### src/rtl/alu_md.sv
// alu_md: single-issue ALU with a bit-serial multiplier and optional bit-serial divider.
// Define ALU_MD_DIV_EN to build the divider; without it, divu/div complete at once with zeros.
module alu_md #(
  parameter int WIDTH = 32,
  parameter int SHW   = $clog2(WIDTH)
) (
  input  logic             clk,
  input  logic             rst_n,
  input  logic             in_valid,
  output logic             in_ready,
  input  logic [3:0]       ctrl,
  input  logic [WIDTH-1:0] in_0,
  input  logic [WIDTH-1:0] in_1,
  output logic             out_valid,
  output logic [WIDTH-1:0] result,
  output logic [WIDTH-1:0] hi,
  output logic [WIDTH-1:0] lo,
  output logic             busy
);
  localparam int CW = $clog2(WIDTH + 1);
`ifdef ALU_MD_DIV_EN
  localparam bit DIV_EN = 1'b1;
`else
  localparam bit DIV_EN = 1'b0;
`endif

  typedef enum logic [1:0] {S_IDLE, S_MUL, S_DIV, S_DONE} state_t;

  state_t           r_state;
  logic [CW-1:0]    r_cnt;
  logic [WIDTH-1:0] r_m;
  logic [WIDTH-1:0] r_rem;
  logic [WIDTH-1:0] r_q;
  logic             r_neg_q;
`ifdef ALU_MD_DIV_EN
  logic             r_neg_r;
  logic             r_dz;
`endif

  function automatic logic [WIDTH-1:0] f_cneg(input logic [WIDTH-1:0] v, input logic n);
    return n ? -v : v;
  endfunction

  logic             w_is_mul;
  logic             w_is_div;
  logic             w_signed;
  logic             w_sa;
  logic             w_sb;
  logic [SHW-1:0]   w_sh;
  logic [WIDTH-1:0] w_alu;

  assign w_is_mul = (ctrl == 4'b0100) || (ctrl == 4'b1101);
  assign w_is_div = (ctrl == 4'b0101) || (ctrl == 4'b1110);
  assign w_signed = (ctrl == 4'b1101) || (ctrl == 4'b1110);
  assign w_sa     = w_signed & in_0[WIDTH-1];
  assign w_sb     = w_signed & in_1[WIDTH-1];
  assign w_sh     = in_0[SHW-1:0];

  assign in_ready = (r_state == S_IDLE);
  assign busy     = (r_state != S_IDLE);

  always_comb begin
    w_alu = '0;
    case (ctrl)
      4'b0000:          w_alu = in_0 & in_1;
      4'b0001:          w_alu = in_0 | in_1;
      4'b0010:          w_alu = in_0 + in_1;
      4'b0011, 4'b0110: w_alu = in_0 - in_1;
      4'b0111:          w_alu = {{(WIDTH-1){1'b0}}, $signed(in_0) < $signed(in_1)};
      4'b1000:          w_alu = ~(in_0 | in_1);
      4'b1001:          w_alu = in_0 ^ in_1;
      4'b1010:          w_alu = in_1 << w_sh;
      4'b1011:          w_alu = $unsigned($signed(in_1) >>> w_sh);
      4'b1100:          w_alu = in_1 >> w_sh;
      default:          w_alu = '0;
    endcase
  end

  // Multiply step: {r_rem, r_q} is the partial product / remaining multiplier bits.
  logic [WIDTH:0]     w_sum;
  logic [2*WIDTH-1:0] w_prod;
  assign w_sum  = {1'b0, r_rem} + {1'b0, (r_q[0] ? r_m : {WIDTH{1'b0}})};
  assign w_prod = r_neg_q ? -{r_rem, r_q} : {r_rem, r_q};

`ifdef ALU_MD_DIV_EN
  // Restoring divide step: remainder shifts in one dividend bit per cycle.
  logic [WIDTH:0]   w_dsh;
  logic             w_ge;
  logic [WIDTH-1:0] w_dif;
  assign w_dsh = {r_rem, r_q[WIDTH-1]};
  assign w_ge  = w_dsh >= {1'b0, r_m};
  assign w_dif = w_dsh[WIDTH-1:0] - r_m;
`endif

  always_ff @(posedge clk or negedge rst_n) begin
    if (!rst_n) begin
      r_state   <= S_IDLE;
      r_cnt     <= '0;
      r_m       <= '0;
      r_rem     <= '0;
      r_q       <= '0;
      r_neg_q   <= 1'b0;
`ifdef ALU_MD_DIV_EN
      r_neg_r   <= 1'b0;
      r_dz      <= 1'b0;
`endif
      out_valid <= 1'b0;
      result    <= '0;
      hi        <= '0;
      lo        <= '0;
    end else begin
      out_valid <= 1'b0;
      case (r_state)
        S_IDLE: begin
          if (in_valid) begin
            if (w_is_mul || (DIV_EN && w_is_div)) begin
              r_state <= w_is_mul ? S_MUL : S_DIV;
              r_cnt   <= '0;
              r_m     <= f_cneg(in_1, w_sb);
              r_q     <= f_cneg(in_0, w_sa);
              r_rem   <= '0;
              r_neg_q <= w_sa ^ w_sb;
`ifdef ALU_MD_DIV_EN
              r_neg_r <= w_sa;
              r_dz    <= (in_1 == '0);
`endif
            end else begin
              result    <= w_alu;
              out_valid <= 1'b1;
              if (w_is_div) begin
                hi <= '0;
                lo <= '0;
              end
            end
          end
        end
        S_MUL: begin
          if (r_cnt == CW'(WIDTH)) begin
            hi        <= w_prod[2*WIDTH-1:WIDTH];
            lo        <= w_prod[WIDTH-1:0];
            result    <= w_prod[WIDTH-1:0];
            out_valid <= 1'b1;
            r_state   <= S_DONE;
          end else begin
            r_rem <= w_sum[WIDTH:1];
            r_q   <= {w_sum[0], r_q[WIDTH-1:1]};
            r_cnt <= r_cnt + CW'(1);
          end
        end
        S_DIV: begin
`ifdef ALU_MD_DIV_EN
          if (r_cnt == CW'(WIDTH)) begin
            lo        <= r_dz ? '1 : f_cneg(r_q, r_neg_q);
            result    <= r_dz ? '1 : f_cneg(r_q, r_neg_q);
            hi        <= f_cneg(r_rem, r_neg_r);
            out_valid <= 1'b1;
            r_state   <= S_DONE;
          end else begin
            r_rem <= w_ge ? w_dif : w_dsh[WIDTH-1:0];
            r_q   <= {r_q[WIDTH-2:0], w_ge};
            r_cnt <= r_cnt + CW'(1);
          end
`else
          r_state <= S_IDLE;
`endif
        end
        S_DONE: r_state <= S_IDLE;
        default: r_state <= S_IDLE;
      endcase
    end
  end
endmodule

### config.mk
export PLATFORM = sky130hd
export DESIGN_NAME = alu_md
export DESIGN_NICKNAME = d
export VERILOG_FILES = /design/src/rtl/alu_md.sv
export SDC_FILE = /design/constraint.sdc
export NUM_CORES = 1
export LEC_CHECK = 0
export BUFFER_PORTS_ARGS = -buffer_cell sky130_fd_sc_hd__buf_2
export CORE_ASPECT_RATIO = 1.1
export CORE_MARGIN = 2
export CORE_UTILIZATION = 55
export CTS_BUF_LIST = sky130_fd_sc_hd__clkbuf_16
export DETAILED_ROUTE_END_ITERATION = 10
export GPL_ROUTABILITY_DRIVEN = 1
export PLACE_DENSITY_LB_ADDON = 0.15
export REMOVE_ABC_BUFFERS = 1
export SETUP_SLACK_MARGIN = 0.1
export SYNTH_ARGS = -nofsm -noshare
export SYNTH_HDL_FRONTEND = slang
export SYNTH_SLANG_ARGS = --single-unit
### constraint.sdc
create_clock -name clk -period 7.09 [get_ports clk]
set_clock_uncertainty 0.2 [all_clocks]
set_input_delay 0 -clock clk [delete_from_list [all_inputs] [get_ports clk]]
set_output_delay 0 -clock clk [all_outputs]
set_load 0.02 [all_outputs]
==> key figures <==
Pwr
  • Combinational power share: 0.580
  • Internal Power: 0.003901 W
  • Sw frac: 0.5069
  • Register share of total power: 0.280
  • Peak VDD IR: 0.0003247 V
  • Clock power share: 0.140
  • Leak: 10.70 nW
  • Pwr dens: 326.5 nW/um^2
  • Sw Pwr: 0.004011 W

Logic synthesis
  • Synth area leader: dfrtp_1
  • Total number of yosys warnings: 0
  • Yosys reg bits: 202
  • Synthesized instance count: 2834
  • Ys flop type: dfrtp_1
  • Asr flop ratio synth: 1.000
  • Synth top area share: 0.2311
  • Syn Area/Cell: 7.719 sq um
  • Most frequent cell after synthesis: nand2_1
  • Top cells by count, synth: nand2_1 (347), o21ai_0 (283), a21oi_1 (207), nor2_1 (205), dfrtp_1 (202)
  • Number of synthesized flops with an enable pin: 0
  • Register area share after synthesis: 0.2311
  • Cell variety after synth: 85
  • Mapped cell area: 21880 sq um
  • Synth area leaders: dfrtp_1 (23%), ha_1 (8.3%), o21ai_0 (6.5%), nand2_1 (6.0%), a21oi_1 (4.7%)

Final layout
  • Share of layout cells above drive strength 1: 0.1235
  • NumNets Final: 3144
  • Synth-to-layout area growth: 10.78%
  • Post-route cell area: 24230 sq um

Routing
  • Vias per inst: 6.854
  • Met1 Routed Length: 33.97 mm
  • # DRC: 0
  • Antenna Nets Post-Route: 0
  • Routed len/inst: 26.83 microns
  • Highest Signal Layer: met5
  • Initial DRC count: 2596
  • DR vias: 23630
  • Met3 WL: 9.825 mm
  • Met2 wire length: 41.47 mm
  • Routed WL: 92.51 mm
  • 1st-pass router iterations: 8

Place
  • Post-placement cell area: 22920 sq um
  • Routability cong.: 1.103
  • Number of port buffers: 169
  • DP HPWL: 69.27 mm

Critical path
  • Reg2Reg Depth: 11
  • R2R Setup Slk: 2.52 ns
  • Worst path required time: 7.31 ns
  • Sequence of cells on the critical path: and2_1, ha_1, a21o_1, a21o_1, a21oi_1, or3b_2, o21ai_0, o21ai_0, a41oi_1, mux2i_1, nand2_1
  • CP Capture Point: r_rem[28]
  • Crit-path max cell delay: 0.93 ns
  • Crit Path Max Fanout: 36
  • Crit start category: register
  • WS Path Type: register to register
  • Crit-path slowest cell: dfrtp_1
  • Critical Path Sink Type: register
  • CP arrival: 4.79 ns
  • Worst R2R Start: r_q[0]
  • Critical Path Start: r_q[0]
  • R2R Path End: r_rem[28]

Global route
  • Grt ovf: 0
  • Largest net degree at the start of global routing: 133
  • Number of global-route vias before repair: 22510
  • Gr usage total: 0.4337
  • Initial antenna violation count: 2
  • First-pass GRT wire length: 137.1 mm

Clock tree
  • Htree depth: 1
  • CTS tree: built
  • Num CTS Buffers: 22
  • Sink Count: 202
  • Clock root buffer: clkbuf_16
  • Clock latency at the later pin of the worst-skew pair: 0.54 ns
  • Worst-case clock buffer depth: 3
  • Post_cts resized: 0
  • Worst-path clk slew: 0.07 ns

Die
  • Die footprint: 41390 sq um
  • Core area: 39180 sq um
  • DIE WIDTH: 194.2 microns
  • IO Pins: 170
  • Die H: 213.2 microns
  • Row cnt: 76
  • Initial Util: 0.5584

STA
  • RSZ-0062 raised after global routing: no
  • FMAX: 218.7 MHz
  • Relative slew margins: 0.1695
  • Worst-Margin Slew: 1.234 ns
  • Final Hold Viols: 0
  • TNS Setup: 0 ns
  • Post-layout minimum cycle time: 4.573 ns
  • Slew Viols, Final: 0
  • Period utilization: 0.6449
  • Final Setup Violations: 0

Run
  • # Max-Cap Violations: 0

Status
  • Status: completed

Hold path
  • Worst hold path type: primary input to asynchronous set/reset pin
==> cell usage in the layout (no fill, tap or decap), drive strengths merged, types with 20 or more instances in the layout <==
master / count
a21o: 45
mux4: 39
nor2: 205
xnor2: 91
clkbuf: 23
dfrtp: 202
mux2i: 66
buf: 206
o31ai: 49
o211ai: 31
nand2b: 25
nor3: 54
mux2: 37
or3: 37
nand3: 56
a211oi: 31
nand2: 347
ha: 145
a21oi: 207
and2: 46
and3: 23
nor4: 31
dlygate4sd3: 65
o22ai: 20
xor2: 64
a31oi: 40
inv: 128
o21ai: 290
nor2b: 20
nand4: 23
a221oi: 25
==> sequential cells by signal (all words and copies together), names as in the netlist <==
register and flops:
r_neg_q 1, hi 32, r_cnt 6, r_q 32, r_rem 32, r_m 32, r_state 2, out_valid 1
result 32, lo 32
==> power by group through the flow <==
stage,Sequential (W),Combinational (W),Clock [W]
2_1_floorplan,0.00236,0.00269,0
3_3_place_gp,0.00219,0.00431,0
3_5_place_dp,0.00221,0.00442,0
4_1_cts,0.00220,0.00448,0.00111
5_1_grt,0.00228,0.00495,0.00115
6_report,0.00222,0.00459,0.00111
==> critical path: cells and delay by family, from the launching register on <==
family,cells,cell delay [ns]
compound gates,6,2.00
flops,1,0.93
simple gates,3,0.80
fa+ha+maj,1,0.29
mux,1,0.24
==> per-stage QoR <==
stage,util,power (W),setup slack (ns),hold slack (ns),std cells
6_report,0.6186,0.007912,2.517,0.03372,3448
5_1_grt,0.6186,0.008383,2.274,0.07481,3448
4_1_cts,0.6185,0.007789,2.649,0.01442,3447
3_5_place_dp,0.5850,0.006637,2.458,0.008529,3343
3_3_place_gp,0.5850,0.006496,2.631,-0.01483,3343
2_1_floorplan,-,0.005051,0.5624,-0.4956,2630
==> final cells by class <==
class / instances / area, sq um
multi-input cells: 2303 / 15610
fillers: 3583 / 14940
flip-flops and latches: 202 / 5056
repair buffers: 271 / 1799
well taps: 507 / 634.4
clock buffers: 23 / 575.6
inverters: 125 / 469.2
clock inverters: 16 / 86.33
diodes: 1 / 2.502
==> per-layer routing <==
layer  GRT usage  up-vias
met4      0.2889        2
met5           0        -
met1      0.5219    11120
met2      0.7060     1564
met3     0.08893      413
li1            -    10540
==> kinds of logic after synthesis <==
family,count (synthesis),synth area share
muxes,142,0.08940
AOI/OAI and AO/OA,929,0.2716
and+or+nand+nor,929,0.2018
DFF,202,0.2311
xor gates and xnor gates,155,0.06206
adders and majority gates,148,0.08568
buffers and inverters,329,0.05834
==> how the worst min path moves through the flow <==
stage	startpoint	endpoint	slack, ns	depth (start not counted)
after floorplan	rst_n	hi[0]	-0.50	0
final	rst_n	hi[4]	0.03	2
after detailed placement	rst_n	hi[8]	0.009	1
after global routing	in_1[3]	r_m[5]	0.07	4
after global placement	rst_n	hi[9]	-0.01	1
after CTS	in_1[3]	r_m[4]	0.01	4
==> repair_timing <==
item                                   CTS  global route
setup endpoints to repair                0             0
hold buffers                            65             0
buffers inserted                         0             0
endpoints found under the hold margin  194             0
Note: power is estimated with default switching activity, not from simulation.
